File: config.mk
export PLATFORM = sky130hd
export DESIGN_NAME = alu_arbiter
export DESIGN_NICKNAME = d
export VERILOG_FILES = /design/src/rtl/alu_pkg.sv /design/src/rtl/alu32.sv /design/src/rtl/alu_arbiter.sv
export SDC_FILE = /design/constraint.sdc
export NUM_CORES = 2
export LEC_CHECK = 0
export ABC_CLOCK_PERIOD_IN_PS = 12200
export CAP_MARGIN = 20
export CELL_PAD_IN_SITES_DETAIL_PLACEMENT = 1
export CELL_PAD_IN_SITES_GLOBAL_PLACEMENT = 1
export CORE_ASPECT_RATIO = 0.8
export CORE_MARGIN = 2
export CORE_UTILIZATION = 51
export CTS_CLUSTER_SIZE = 14
export DETAILED_ROUTE_END_ITERATION = 6
export PLACE_DENSITY_LB_ADDON = 0.1
export SLEW_MARGIN = 20
export SYNTH_ARGS = -nofsm -noshare
export SYNTH_HDL_FRONTEND = slang
export SYNTH_HIERARCHICAL = 1
export SYNTH_SLANG_ARGS = --single-unit
File: constraint.sdc
create_clock -name clk -period 12.2 [get_ports clk]
set_clock_uncertainty 0.15 [all_clocks]
set_input_delay 1.22 -clock clk [delete_from_list [all_inputs] [get_ports clk]]
set_output_delay 1.22 -clock clk [all_outputs]
set_load 0.01 [all_outputs]
File: src/rtl/alu_pkg.sv
// Shared definitions for the alu32 datapath and the two-client arbiter in front of it.
package alu_pkg;

  localparam int unsigned DATA_W = 32;
  localparam int unsigned OP_W   = 3;
  localparam int unsigned CNT_W  = 4;

  localparam logic [OP_W-1:0] ALU_AND = 3'b000;
  localparam logic [OP_W-1:0] ALU_OR  = 3'b001;
  localparam logic [OP_W-1:0] ALU_ADD = 3'b010;
  localparam logic [OP_W-1:0] ALU_MUL = 3'b011;
  localparam logic [OP_W-1:0] ALU_NOR = 3'b100;
  localparam logic [OP_W-1:0] ALU_ILL = 3'b101;
  localparam logic [OP_W-1:0] ALU_SUB = 3'b110;
  localparam logic [OP_W-1:0] ALU_SLT = 3'b111;

  typedef enum logic [1:0] {
    IDLE = 2'd0,
    EXEC = 2'd1,
    RESP = 2'd2
  } state_t;

  typedef struct packed {
    logic [DATA_W-1:0] a;
    logic [DATA_W-1:0] b;
    logic [OP_W-1:0]   op;
  } alu_req_t;

  typedef struct packed {
    logic              err;
    logic              flagn;
    logic              flagz;
    logic [DATA_W-1:0] data;
  } alu_rsp_t;

endpackage

File: src/rtl/alu32.sv
// Combinational 32-bit ALU; opcode 3'b101 is undefined and yields X.
module alu32
  import alu_pkg::*;
(
  input  logic [DATA_W-1:0] a,
  input  logic [DATA_W-1:0] b,
  input  logic [OP_W-1:0]   op,
  output logic [DATA_W-1:0] result,
  output logic              flagz,
  output logic              flagn
);

  logic [DATA_W-1:0] diff;

  assign diff = a - b;

  always_comb begin
    result = '0;
    case (op)
      ALU_ADD: result = a + b;
      ALU_SUB: result = diff;
      ALU_AND: result = a & b;
      ALU_OR:  result = a | b;
      ALU_NOR: result = ~(a | b);
      ALU_MUL: result = a * b;
      ALU_SLT: result = DATA_W'(diff[DATA_W-1]);
      default: result = 'x;
    endcase
  end

  assign flagz = (result == '0);
  assign flagn = result[DATA_W-1];

endmodule

File: src/rtl/alu_arbiter.sv
// Round-robin sharing of one alu32 between two valid/ready clients with a
// single tagged response channel; multiply holds operands for MUL_CYCLES.
module alu_arbiter
  import alu_pkg::*;
#(
  parameter int unsigned MUL_CYCLES = 3
) (
  input  logic              clk,
  input  logic              rst_n,
  input  logic              req0_valid,
  output logic              req0_ready,
  input  logic [DATA_W-1:0] req0_a,
  input  logic [DATA_W-1:0] req0_b,
  input  logic [OP_W-1:0]   req0_op,
  input  logic              req1_valid,
  output logic              req1_ready,
  input  logic [DATA_W-1:0] req1_a,
  input  logic [DATA_W-1:0] req1_b,
  input  logic [OP_W-1:0]   req1_op,
  output logic              rsp_valid,
  input  logic              rsp_ready,
  output logic              rsp_id,
  output logic [DATA_W-1:0] rsp_data,
  output logic              rsp_flagz,
  output logic              rsp_flagn,
  output logic              rsp_err
);

  state_t            state;
  state_t            state_nxt;
  logic              last_grant;
  logic              grant;
  logic              take;
  logic [CNT_W-1:0]  cnt;
  alu_req_t          req_q;
  logic              id_q;
  alu_rsp_t          rsp_q;
  logic [DATA_W-1:0] alu_out;
  logic              alu_z;
  logic              alu_n;

  alu32 u_alu (
    .a      (req_q.a),
    .b      (req_q.b),
    .op     (req_q.op),
    .result (alu_out),
    .flagz  (alu_z),
    .flagn  (alu_n)
  );

  // Single requester wins outright; on contention the one not granted last wins.
  always_comb begin
    grant = req1_valid;
    if (req0_valid && req1_valid) grant = ~last_grant;
  end

  always_ff @(posedge clk or negedge rst_n) begin
    if (!rst_n) state <= IDLE;
    else        state <= state_nxt;
  end

  always_comb begin
    state_nxt  = state;
    req0_ready = 1'b0;
    req1_ready = 1'b0;
    take       = 1'b0;
    case (state)
      IDLE: begin
        req0_ready = rst_n && req0_valid && !grant;
        req1_ready = rst_n && req1_valid && grant;
        take       = req0_ready || req1_ready;
        if (take) state_nxt = EXEC;
      end
      EXEC: if (cnt == '0) state_nxt = RESP;
      RESP: if (rsp_ready) state_nxt = IDLE;
      default: state_nxt = IDLE;
    endcase
  end

  // Operand capture, settle counter and response latch.
  always_ff @(posedge clk or negedge rst_n) begin
    if (!rst_n) begin
      last_grant <= 1'b1;
      cnt        <= '0;
      req_q      <= '0;
      id_q       <= 1'b0;
      rsp_q      <= '0;
      rsp_id     <= 1'b0;
    end else if (take) begin
      req_q.a    <= grant ? req1_a : req0_a;
      req_q.b    <= grant ? req1_b : req0_b;
      req_q.op   <= grant ? req1_op : req0_op;
      id_q       <= grant;
      last_grant <= grant;
      cnt        <= ((grant ? req1_op : req0_op) == ALU_MUL) ? CNT_W'(MUL_CYCLES - 1) : '0;
    end else if (state == EXEC) begin
      if (cnt != '0) begin
        cnt <= cnt - CNT_W'(1);
      end else begin
        rsp_id <= id_q;
        // The ALU drives X for the illegal opcode, so it is never sampled then.
        if (req_q.op == ALU_ILL) begin
          rsp_q <= '{err: 1'b1, flagn: 1'b0, flagz: 1'b0, data: '0};
        end else begin
          rsp_q <= '{err: 1'b0, flagn: alu_n, flagz: alu_z, data: alu_out};
        end
      end
    end
  end

  assign rsp_valid = (state == RESP);
  assign rsp_data  = rsp_q.data;
  assign rsp_flagz = rsp_q.flagz;
  assign rsp_flagn = rsp_q.flagn;
  assign rsp_err   = rsp_q.err;

endmodule
==> load_flow_metrics.sql <==
INSERT INTO impl_metrics (metric_group, metric, value, unit) VALUES
('setup_path', 'worstPathBufferInverterCount', '5', ''),
('min_path', 'hold-path-endpoint', 'cnt[3]', ''),
('finish', 'multi_input_comb_area', '20870', 'um^2'),
('setup_path', 'reg2reg_from', 'req_q[40]', ''),
('global_routing', 'groute.layer.met1.usage', '56.23', '%'),
('setup_path', 'worst_r2r_path_depth', '28', ''),
('logic_synthesis', 'post_synth_num_cell_types', '103', ''),
('detailed_routing', 'totalWireLength', '118700', 'um'),
('logic_synthesis', 'commonest_register_cell_after_synthesis', 'sky130_fd_sc_hd__dfrtp_1', ''),
('setup_path', 'worst-endpoint-arrival', '10.34', 'ns'),
('setup_path', 'kind_of_cell_with_the_highest_combined_delay_on_the_critical_path', 'adder cells', ''),
('floorplan', 'rows', '74', ''),
('clock_tree', 'numCtsBuffers', '9', ''),
('timing', 'slew_viol_final', '0', ''),
('floorplan', 'floorplan.die.width', '257.6', 'um'),
('placed_design', 'hpwlAfterDp', '95460', 'um'),
('logic_synthesis', 'synth-seq-cells', '111', ''),
('detailed_routing', 'tritonroute_pass_1_iters', '6', ''),
('timing', 'final_hold_viol_count', '0', ''),
('finish', 'nNetsFinal', '3918', ''),
('setup_path', 'most_frequent_cell_on_the_critical_path', 'sky130_fd_sc_hd__fa_1', ''),
('logic_synthesis', 'synth.area.mux_share', '7.090', '%'),
('global_routing', 'first_global_vias', '27450', ''),
('logic_synthesis', 'synth_enable_flop_cells', '0', ''),
('finish', 'fillerInstances', '5976', ''),
('logic_synthesis', 'syn_nets', '3835', ''),
('timing', 'worst-slew-pin-transition', '1.159', 'ns'),
('placed_design', 'io_buffer_count', '177', ''),
('finish', 'seq_area', '2783', 'um^2'),
('setup_path', 'setup.worst_path.end_class', 'register', ''),
('clock_tree', 'clock_tree.root_cell', 'sky130_fd_sc_hd__clkbuf_16', ''),
('setup_path', 'slowest_delay', '1.08', 'ns'),
('global_routing', 'use_met2', '70.69', '%'),
('logic_synthesis', 'synth_adder_area_share', '41.77', '%'),
('logic_synthesis', 'mappedNetlistArea', '26240', 'um^2'),
('status', 'run_status', 'completed', ''),
('setup_path', 'reg2reg_setup_slack', '2.02', 'ns'),
('clock_tree', 'clkSinkCount', '111', ''),
('detailed_routing', 'antenna_left', '0', ''),
('clock_tree', 'clock_latency_of_the_later_clocked_register_in_the_worst_skew_pair', '0.40', 'ns'),
('logic_synthesis', 'post_synth_simple_gate_area', '14.63', '%'),
('logic_synthesis', 'synth-compound-area-share', '13.06', '%'),
('min_path', 'holdPathStages', '1', ''),
('min_path', 'worstHoldStart', 'cnt[3]', ''),
('clock_tree', 'cts_buffer_depth', '2', ''),
('setup_path', 'crit-reg2reg-capture', 'rsp_flagz', ''),
('setup_path', 'critPathLaunchType', 'register', ''),
('clock_tree', 'cts_htree_levels', '3', ''),
('clock_tree', 'cts.clk_slew.worst_paths', '0.10', 'ns'),
('global_routing', 'track_usage', '45.04', '%'),
('timing', 'worst_relative_slew_slack', '22.65', '%'),
('finish', 'synthToLayoutAreaGrowth', '10.18', '%'),
('setup_path', 'timing.critical_path.slowest_stage_cell', 'sky130_fd_sc_hd__a2111oi_1', ''),
('setup_path', 'critPathMaxFanout', '14', ''),
('timing', 'setup_viol_count_final', '0', ''),
('logic_synthesis', 'yosysTopAreaCellShare', '31.28', '%'),
('global_routing', 'global_route.usage.met3', '10.27', '%'),
('flow_run', 'timing.max_cap.violations', '0', ''),
('logic_synthesis', 'combinational_family_with_the_most_area_after_synthesis', 'adder cells', ''),
('detailed_routing', 'vias_per_cell', '6.480', ''),
('timing', 'clock.fmax', '98.21', 'MHz'),
('placed_design', 'finalWeightedCongestion', '1.004', ''),
('floorplan', 'die_area', '53300', 'um^2'),
('timing', 'tns', '0', 'ns'),
('floorplan', 'num_io_pins', '178', ''),
('logic_synthesis', 'yosysSeqAreaShare', '10.59', '%'),
('detailed_routing', 'total_number_of_vias', '24870', ''),
('floorplan', 'core', '50920', 'um^2'),
('floorplan', 'floorplan.initialDensity', '51.53', '%'),
('logic_synthesis', 'netlist.top_cell.by_area', 'sky130_fd_sc_hd__fa_1', ''),
('logic_synthesis', 'post_synth_xor_area_fraction', '2.923', '%');
[cells in the final DEF (no fill, tap or decap), drive strengths merged, types with 12 or more instances in the layout]
cell type      count
mux2i             34
o21ai            158
a21o              26
xnor2             68
a31oi             16
clkdlybuf4s50    176
clkinv            15
xor2              17
o31ai             16
inv              497
nand2            312
nand2b            16
a21oi             99
and2              13
and3              20
dfrtp            110
nor2b             12
ha               220
nor3b             12
buf               57
o211ai            19
o22ai             12
nor3              32
nor2             384
a211oi            23
fa               410
nand3             24
mux2             135
o21a              19
[final cells by class]
type / instances / area share [%]
Multi-Input combinational cell: 2288 / 72.20
Sequential cell: 111 / 9.625
Timing Repair Buffer: 233 / 7.573
Inverter: 506 / 6.569
Tap cell: 684 / 2.960
Clock buffer: 9 / 0.7790
Clock inverter: 7 / 0.2943
[worst max-delay path by stage]
| stage | from | end | slack, ns | depth (start not counted) |
|---|---|---|---|---|
| detailed placement | req_q[40] | rsp_flagz | 2.40 | 28 |
| floorplan | req_q[5] | rsp_flagz | 4.17 | 30 |
| finish | req_q[40] | rsp_flagz | 2.02 | 28 |
| global placement | req_q[40] | rsp_flagz | 2.80 | 27 |
| global route | req_q[40] | rsp_flagz | 1.72 | 27 |
| CTS | req_q[40] | rsp_flagz | 2.34 | 28 |
[sequential cells by signal (all words and copies together), names as in the netlist]
| name | cells |
|---|---|
| rsp_flagn | 1 |
| rsp_flagz | 1 |
| cnt | 4 |
| req_q | 67 |
| rsp_err | 1 |
| id_q | 1 |
| rsp_data | 32 |
| rsp_id | 1 |
| last_grant | 1 |
| state | 2 |
[cells in the mapped netlist, types with 11 or more instances]
master and n:
sky130_fd_sc_hd__a211oi_1 22, sky130_fd_sc_hd__a21o_1 25, sky130_fd_sc_hd__a21oi_1 98, sky130_fd_sc_hd__a31oi_1 16
sky130_fd_sc_hd__and2_1 12, sky130_fd_sc_hd__and3_1 20, sky130_fd_sc_hd__buf_1 14, sky130_fd_sc_hd__clkbuf_1 121
sky130_fd_sc_hd__clkinv_1 12, sky130_fd_sc_hd__dfrtp_1 110, sky130_fd_sc_hd__fa_1 410, sky130_fd_sc_hd__ha_1 220
sky130_fd_sc_hd__inv_1 489, sky130_fd_sc_hd__mux2_2 127, sky130_fd_sc_hd__mux2i_1 34, sky130_fd_sc_hd__nand2_1 312
sky130_fd_sc_hd__nand2b_1 16, sky130_fd_sc_hd__nand3_1 24, sky130_fd_sc_hd__nor2_1 383, sky130_fd_sc_hd__nor2b_1 12
sky130_fd_sc_hd__nor3_1 32, sky130_fd_sc_hd__nor3b_1 11, sky130_fd_sc_hd__o211ai_1 18, sky130_fd_sc_hd__o21a_1 19
sky130_fd_sc_hd__o21ai_0 148, sky130_fd_sc_hd__o22ai_1 12, sky130_fd_sc_hd__o31ai_1 16, sky130_fd_sc_hd__xnor2_1 68
sky130_fd_sc_hd__xor2_1 17
[kinds of logic after synthesis]
group,Yosys count
XOR/XNOR,86
AO/OA/AOI/OAI,516
AND/OR/NAND/NOR,887
adder cells (fa/ha/maj),630
buffers and inverters,667
multiplexers,169
flip-flops,111
[metrics by stage]
stage               util [%]  setup WS [ns]  instance area (um^2)  cells  hold WS [ns]
floorplan                  -          4.171                 26240   3066        0.3067
global placement       56.15          2.804                 28600   3822        0.3309
detailed placement     56.16          2.403                 28600   3822        0.3531
CTS                    56.77          2.342                 28910   3838        0.3680
global route           56.77          1.718                 28910   3838        0.3773
finish                 56.77          2.018                 28910   3838        0.3728
[per-layer routing]
metal | share of wire (%) | up-vias
li1 | - | 10030
met1 | 37 | 12610
met2 | 44 | 1690
met3 | 10 | 538
met4 | 7.9 | 2
met5 | 0.015 | -
Power is not shown: default switching activity piles up to over one toggle a cycle in this logic, so the estimate is an artifact.
